## config.mk

```make
export PLATFORM = sky130hd
export DESIGN_NAME = mdu_iter
export DESIGN_NICKNAME = d
export VERILOG_FILES = /design/src/rtl/mdu_iter.sv
export SDC_FILE = /design/constraint.sdc
export NUM_CORES = 2
export LEC_CHECK = 0
export BUFFER_PORTS_ARGS = -buffer_cell sky130_fd_sc_hd__buf_2
export CORE_ASPECT_RATIO = 0.9
export CORE_MARGIN = 2
export CORE_UTILIZATION = 30
export CTS_CLUSTER_DIAMETER = 40
export DETAILED_ROUTE_END_ITERATION = 8
export PLACE_DENSITY = 0.51
export SLEW_MARGIN = 20
export SYNTH_ARGS = -nofsm -noshare
export SYNTH_HDL_FRONTEND = slang
export SYNTH_SLANG_ARGS = --single-unit
```

## constraint.sdc

```tcl
create_clock -name clk -period 8.25 [get_ports clk]
set_input_delay 1.65 -clock clk [delete_from_list [all_inputs] [get_ports clk]]
set_output_delay 1.65 -clock clk [all_outputs]
set_load 0.02 [all_outputs]
```

## src/rtl/mdu_iter.sv

```systemverilog
// Iterative radix-2 multiply/divide unit for RV64M (and W variants): shift-add
// multiply, restoring divide, with a fast path for divide-by-zero and signed overflow.
module mdu_iter #(
  parameter int XLEN = 64,
  parameter int TAGW = 5
) (
  input  logic            clk,
  input  logic            reset,
  input  logic            flush,
  input  logic            valid_i,
  output logic            ready_o,
  input  logic [3:0]      op,
  input  logic [XLEN-1:0] a,
  input  logic [XLEN-1:0] b,
  input  logic [TAGW-1:0] tag_i,
  output logic            valid_o,
  input  logic            ready_i,
  output logic [XLEN-1:0] result,
  output logic [TAGW-1:0] tag_o,
  output logic            busy
);
  // Handshake: a request transfers on the edge where valid_i && ready_o (and no
  // flush); a result transfers on the edge where valid_o && ready_i; result/tag_o
  // hold while valid_o is high.
  localparam int CW = $clog2(XLEN);

  typedef enum logic [1:0] {S_IDLE, S_BUSY, S_DONE} state_t;
  state_t r_state, w_state_nxt;

  logic [3:0]        r_op;
  logic [TAGW-1:0]   r_tag;
  logic [CW-1:0]     r_cnt;
  logic              r_negp, r_sq, r_sr;
  logic [2*XLEN-1:0] r_prod, r_mcand;
  logic [XLEN-1:0]   r_mplier, r_rem, r_quo, r_dvsr, r_result;

  function automatic logic [XLEN-1:0] fit(input logic w, input logic [XLEN-1:0] v);
    fit = w ? XLEN'($signed(v[31:0])) : v;
  endfunction

  // Acceptance-time decode on the N-bit operands
  logic            w_w, w_sgn_a, w_sgn_b, w_sa, w_sb, w_is_div, w_is_rem;
  logic            w_fast_dz, w_fast_ov, w_fast, w_accept, w_negp;
  logic [XLEN-1:0] w_mask, w_min, w_a_n, w_b_n, w_mag_a, w_mag_b, w_fast_res;

  assign w_w       = op[3] && (XLEN == 64);
  assign w_mask    = w_w ? XLEN'(32'hFFFF_FFFF) : '1;
  assign w_min     = w_w ? XLEN'(32'h8000_0000) : {1'b1, {(XLEN-1){1'b0}}};
  assign w_a_n     = a & w_mask;
  assign w_b_n     = b & w_mask;
  assign w_sgn_a   = (op[2:0] == 3'd1) || (op[2:0] == 3'd2) || (op[2:0] == 3'd4) || (op[2:0] == 3'd6);
  assign w_sgn_b   = (op[2:0] == 3'd1) || (op[2:0] == 3'd4) || (op[2:0] == 3'd6);
  assign w_sa      = w_sgn_a && (w_w ? a[31] : a[XLEN-1]);
  assign w_sb      = w_sgn_b && (w_w ? b[31] : b[XLEN-1]);
  assign w_mag_a   = (w_sa ? -w_a_n : w_a_n) & w_mask;
  assign w_mag_b   = (w_sb ? -w_b_n : w_b_n) & w_mask;
  assign w_is_div  = op[2];
  assign w_is_rem  = op[1];
  assign w_negp    = (op[2:0] == 3'd1) ? (w_sa ^ w_sb) : (op[2:0] == 3'd2) ? w_sa : 1'b0;
  assign w_fast_dz = w_is_div && (w_b_n == '0);
  assign w_fast_ov = w_is_div && !op[0] && (w_a_n == w_min) && (w_b_n == w_mask);
  assign w_fast    = w_fast_dz || w_fast_ov;
  assign w_accept  = (r_state == S_IDLE) && valid_i && !flush;

  always_comb begin
    w_fast_res = '0;
    if (w_fast_dz) w_fast_res = w_is_rem ? fit(w_w, w_a_n) : fit(w_w, w_mask);
    else           w_fast_res = w_is_rem ? '0 : fit(w_w, w_a_n);
  end

  // One iteration step of both datapaths; the divider reads dividend bit N-1
  logic              r_w, w_top, w_qbit, w_last;
  logic [XLEN:0]     w_rem_sh, w_rem_try;
  logic [XLEN-1:0]   w_rem_nxt, w_quo_nxt, w_q_fin, w_r_fin, w_res_fin;
  logic [2*XLEN-1:0] w_prod_nxt, w_p_fin;

  assign r_w        = r_op[3];
  assign w_prod_nxt = r_mplier[0] ? r_prod + r_mcand : r_prod;
  assign w_top      = r_w ? r_quo[31] : r_quo[XLEN-1];
  assign w_rem_sh   = {r_rem, w_top};
  assign w_rem_try  = w_rem_sh - {1'b0, r_dvsr};
  assign w_qbit     = !w_rem_try[XLEN];
  assign w_rem_nxt  = w_qbit ? w_rem_try[XLEN-1:0] : w_rem_sh[XLEN-1:0];
  assign w_quo_nxt  = {r_quo[XLEN-2:0], w_qbit};
  assign w_p_fin    = r_negp ? -w_prod_nxt : w_prod_nxt;
  assign w_q_fin    = r_sq ? -w_quo_nxt : w_quo_nxt;
  assign w_r_fin    = r_sr ? -w_rem_nxt : w_rem_nxt;
  assign w_last     = r_cnt == (r_w ? CW'(31) : CW'(XLEN-1));

  always_comb begin
    w_res_fin = '0;
    if (r_op[2])              w_res_fin = r_op[1] ? fit(r_w, w_r_fin) : fit(r_w, w_q_fin);
    else if (r_op[1:0] == 2'd0) w_res_fin = fit(r_w, w_p_fin[XLEN-1:0]);
    else                      w_res_fin = w_p_fin[2*XLEN-1:XLEN];
  end

  always_ff @(posedge clk) begin
    if (reset) r_state <= S_IDLE;
    else       r_state <= w_state_nxt;
  end

  always_comb begin
    w_state_nxt = r_state;
    case (r_state)
      S_IDLE: if (valid_i) w_state_nxt = w_fast ? S_DONE : S_BUSY;
      S_BUSY: if (w_last)  w_state_nxt = S_DONE;
      S_DONE: if (ready_i) w_state_nxt = S_IDLE;
      default:             w_state_nxt = S_IDLE;
    endcase
    if (flush) w_state_nxt = S_IDLE;
  end

  always_comb begin
    ready_o = (r_state == S_IDLE);
    valid_o = (r_state == S_DONE);
    busy    = (r_state != S_IDLE);
    result  = r_result;
    tag_o   = r_tag;
  end

  always_ff @(posedge clk) begin
    if (reset) begin
      r_op <= '0; r_tag <= '0; r_cnt <= '0;
      r_negp <= 1'b0; r_sq <= 1'b0; r_sr <= 1'b0;
      r_prod <= '0; r_mcand <= '0; r_mplier <= '0;
      r_rem <= '0; r_quo <= '0; r_dvsr <= '0; r_result <= '0;
    end else if (w_accept) begin
      r_op     <= {w_w, op[2:0]};
      r_tag    <= tag_i;
      r_cnt    <= '0;
      r_negp   <= w_negp;
      r_sq     <= w_sa ^ w_sb;
      r_sr     <= w_sa;
      r_prod   <= '0;
      r_mcand  <= {{XLEN{1'b0}}, w_mag_a};
      r_mplier <= w_mag_b;
      r_rem    <= '0;
      r_quo    <= w_mag_a;
      r_dvsr   <= w_mag_b;
      if (w_fast) r_result <= w_fast_res;
    end else if (r_state == S_BUSY) begin
      r_cnt    <= r_cnt + CW'(1);
      r_prod   <= w_prod_nxt;
      r_mcand  <= {r_mcand[2*XLEN-2:0], 1'b0};
      r_mplier <= {1'b0, r_mplier[XLEN-1:1]};
      r_rem    <= w_rem_nxt;
      r_quo    <= w_quo_nxt;
      if (w_last) r_result <= w_res_fin;
    end
  end
endmodule

```

==> impl.org <==
** Yosys
- Biggest area contributors in the synthesized netlist :: dfxtp_1 (22%), a21oi_1 (7.3%), nand2_1 (6.9%)
- The number of nets handed over by synthesis was 8067.
- Count of yosys warnings during synthesis :: 0
- Top cell type by total area after synthesis :: dfxtp_1
- Share of flip-flops with an asynchronous set or reset after synthesis :: 0
- Number of enable flip-flop cells after synthesis :: 0
- The cell count after synthesis came out at 7725.
- Post-synthesis cell type count :: 127
- Netlist Area Pre-Place :: 54000 um2
- Post-synth top area share :: 0.221
- Each instance of the synthesized netlist takes up on average 6.99 um2.
- Synthesis inferred 596 register bits.
- Primary flip-flop cell chosen by synthesis mapping :: dfxtp_1
- For this run, the register share of the synthesized area comes to 0.221.

** Routing
- Detailed-route DRC error count :: 0
- First-pass iteration count of the detailed router :: 6
- Total via count in the routed design :: 63282
- The count of nets left with antenna violations once routing finished came out at 0.
- Dividing the detail-routed via count by the number of cells gives 6.19.
- Dividing the detail-routed wire length by the instance count gives 28.7 um.
- For this block, the initial DRC count from the detailed router was 8210.
- Routed wire length :: 294 mm

** Place
- Routability-driven placement finished with a final weighted congestion of 1.05.
- IO buf count :: 213
- The HPWL after detailed placement is 233 mm.

** Global route
- Tot GR Track Use :: 0.307
- Total overflow reported by the global router :: 0
- The first global-routing pass estimated 418 mm of wire.
- Antenna violations before repair :: 34
- Entering global routing, the biggest net connects 197 pins.
- Number of global-route vias before repair :: 57323

** Clocking
- Clock tree synthesis selected as its root buffer the cell clkbuf_16.
- Clock sink total :: 596
- Buffers added to address setup during post-CTS repair amount to 0.
- For the worst-skew pair, the clock arrives at the later sink with an insertion delay of 0.80 ns.
- CTS max path bufs :: 3
- TritonCTS built the clock tree.
- The number of gates resized after CTS was 0.
- In this run the number of H-tree levels came out at 4.
- Post-cts hold buffer count :: 0
- The number of clock buffers added by TritonCTS is 141.
- Clock-pin slew was measured on the worst setup and hold paths at 0.05 ns.

** Timing
- Setup violations remaining at the end of the flow were counted as 0.
- Worst slew margin :: 0.182
- Worst-Margin Slew :: 1.23 ns
- Max Clk Rate :: 0.130 GHz
- Dividing the final minimum period by the clock period gives 0.934.
- Setup repair after global routing left no endpoint under its margin.
- The worst path in the final design needs a cycle of 7.70 ns, including I/O delays and setup.
- The total count of max-transition violations in the final report came to 0.
- Adding up every negative setup slack in the final design gives 0 ns.
- The count of final hold-check violations came to 0.
- Post-Route Skew :: 0.0425 ns

** Critical path
- Worst-case register-to-register setup slack :: 0.55 ns
- Worst EP arrival :: 8.34 ns
- The worst setup path is captured at a register.
- Classification of the worst setup path :: register to register
- Endpoint required time on the critical path :: 8.88 ns
- Tracing the worst setup path back leads to its startpoint at r_quo[31].
- Crit Path Max Fanout :: 16
- Source of the worst register-to-register timing path :: r_quo[31]
- Cells on worst reg2reg path :: 28
- In this design, the stage delay of the slowest critical-path cell is 0.59 ns.
- On the critical path, the stage with the largest delay is an instance of nor4b_2.
- STA classifies the critical path startpoint as a register.
- In this run the critical register-to-register path is captured at result[54].

** Die
- The floorplan has 147 rows.
- From left edge to right edge, the die measures 451 um.
- Starting density of the core :: 0.303
- Total I/O pin count :: 214
- Overall die height :: 407 um
- The floorplan step defined a die boundary enclosing 184000 um2.
- Floorplan core area :: 179000 um2

** Power and ir drop
- Sequential share of power :: 0.241
- Combinational power share :: 0.322
- Summed over all cells, the static leakage comes to 22.4 nW.
- Of the total power, the clock network draws 0.437.
- For this design the ratio of total power to cell area is 216 nW/um2.
- Internal power contribution :: 8.15 mW
- Switching part of the total :: 0.395
- Final Power :: 13.5 mW
- For this design the total switching power over the nets is 5.33 mW.
- The worst-case IR drop observed on VDD is 240 uV.

** Cells and area
- In the final layout, the share of cells above drive strength 1 is 0.103.
- Area delta synth->final :: 15.4%
- At the end of the flow, the number of nets in the layout was 8047.
- Final cell utilization of the core :: 0.349

** Run status
- Run status :: completed

** Job
- Maxcap violations :: 0

** Min path
- In this run the most critical hold path is launched from r_dvsr[46].
- The worst hold path belongs to the class register to register.
- Number of instances on the worst hold path :: 2
- Worst Hold Path EP :: r_dvsr[46]
[power groups by stage]
stage                     clock network [mW]  logic, mW  registers, mW
after floorplan                            0       2.76           3.19
after global placement                     0       4.18           3.29
after detailed placement                   0       4.18           3.29
after CTS                               5.97       4.21           3.24
after global routing                    6.12       4.60           3.26
final                                   5.89       4.34           3.25
[layout by cell type, fill, tap and decap left out, drive strengths merged, types with 93 or more instances in the layout]
master	instances
nand2	987
nor2	887
a21oi	787
dfxtp	596
o21ai	575
a211oi	387
buf	361
nor3	230
xnor2	229
ha	198
xor2	194
inv	184
nand4	179
clkbuf	162
mux2i	148
nand3	147
nor4	106
a31oi	95
o31ai	93
[layer usage]
metal	up-vias	track usage	routed length (um)
met5	-	0	176
met4	28	0.131	13700
met2	3154	0.453	123000
met3	509	0.0565	26900
met1	30936	0.433	130000
li1	28655	-	-
[worst max path at each step]
stage	endpoint	slack, ns	depth (start not counted)
3_5_place_dp	result[54]	0.74	28
6_report	result[54]	0.55	28
3_3_place_gp	result[45]	0.76	16
5_1_grt	result[54]	0.003	28
2_1_floorplan	result[54]	1.55	30
4_1_cts	result[54]	0.68	28
[state kept, by name (all words and copies together), names as in the netlist]
| name | cells |
|---|---|
| r_sr | 1 |
| r_dvsr | 64 |
| r_mcand | 128 |
| r_rem | 64 |
| result | 64 |
| r_mplier | 64 |
| r_negp | 1 |
| tag_o | 5 |
| r_op | 4 |
| r_cnt | 6 |
| r_sq | 1 |
| r_state | 2 |
| r_prod | 128 |
| r_quo | 64 |
[cell type report]
| class | count | area, um2 |
|---|---|---|
| Fill cell | 19212 | 116000 |
| Multi-Input combinational cell | 6451 | 39600 |
| Sequential cell | 596 | 11900 |
| Clock buffer | 162 | 3780 |
| Tap cell | 2384 | 2980 |
| Timing Repair Buffer | 361 | 2280 |
| Clock inverter | 99 | 1160 |
| Inverter | 154 | 581 |
| Antenna cell | 13 | 32.5 |
[cell usage after synthesis, drive strengths merged (42+ instances only)]
library cell and number:
nand2 987, nor2 887, a21oi 787, dfxtp 596, o21ai 575, clkbuf 399, a211oi 387, nor3 230
xnor2 229, ha 198, xor2 194, nand4 179, inv 152, mux2i 148, nand3 147, buf 125
nor4 106, a31oi 95, o31ai 93, or3 88, a21o 85, o211ai 76, a21boi 73, o21a 61
a221oi 53, and3 46, nand2b 46, o21bai 42
[cells by family after synthesis]
| logic type | count (synthesis) | share of synthesized area |
|---|---|---|
| multiplexers | 165 | 0.0310 |
| buffers and inverters | 678 | 0.0493 |
| adder cells (fa/ha/maj) | 226 | 0.0514 |
| flip-flops | 596 | 0.221 |
| XOR/XNOR | 423 | 0.0686 |
| AND/OR/NAND/NOR | 2962 | 0.256 |
| AO/OA/AOI/OAI | 2675 | 0.322 |
[per-stage QoR]
stage / cells / area (um2) / hold WS [ns] / worst slack, ns
after global routing: 10213 / 62300 / 0.471 / 0.00329
after detailed placement: 9945 / 57300 / 0.447 / 0.736
after CTS: 10206 / 62300 / 0.455 / 0.684
after global placement: 9945 / 57300 / 0.441 / 0.756
final: 10220 / 62400 / 0.452 / 0.547
after floorplan: 7725 / 54000 / 0.431 / 1.55
[critical path, delay by kind of cell, from the launching register on]
family,cells,cell delay (ns)
fa+ha+maj,3,0.94
compound gates,9,2.26
mux,1,0.18
buf+inv,3,0.51
simple gates,11,3.07
flops,1,0.43
xor+xnor,1,0.16
No activity file was read; power rests on OpenSTA's default activity.
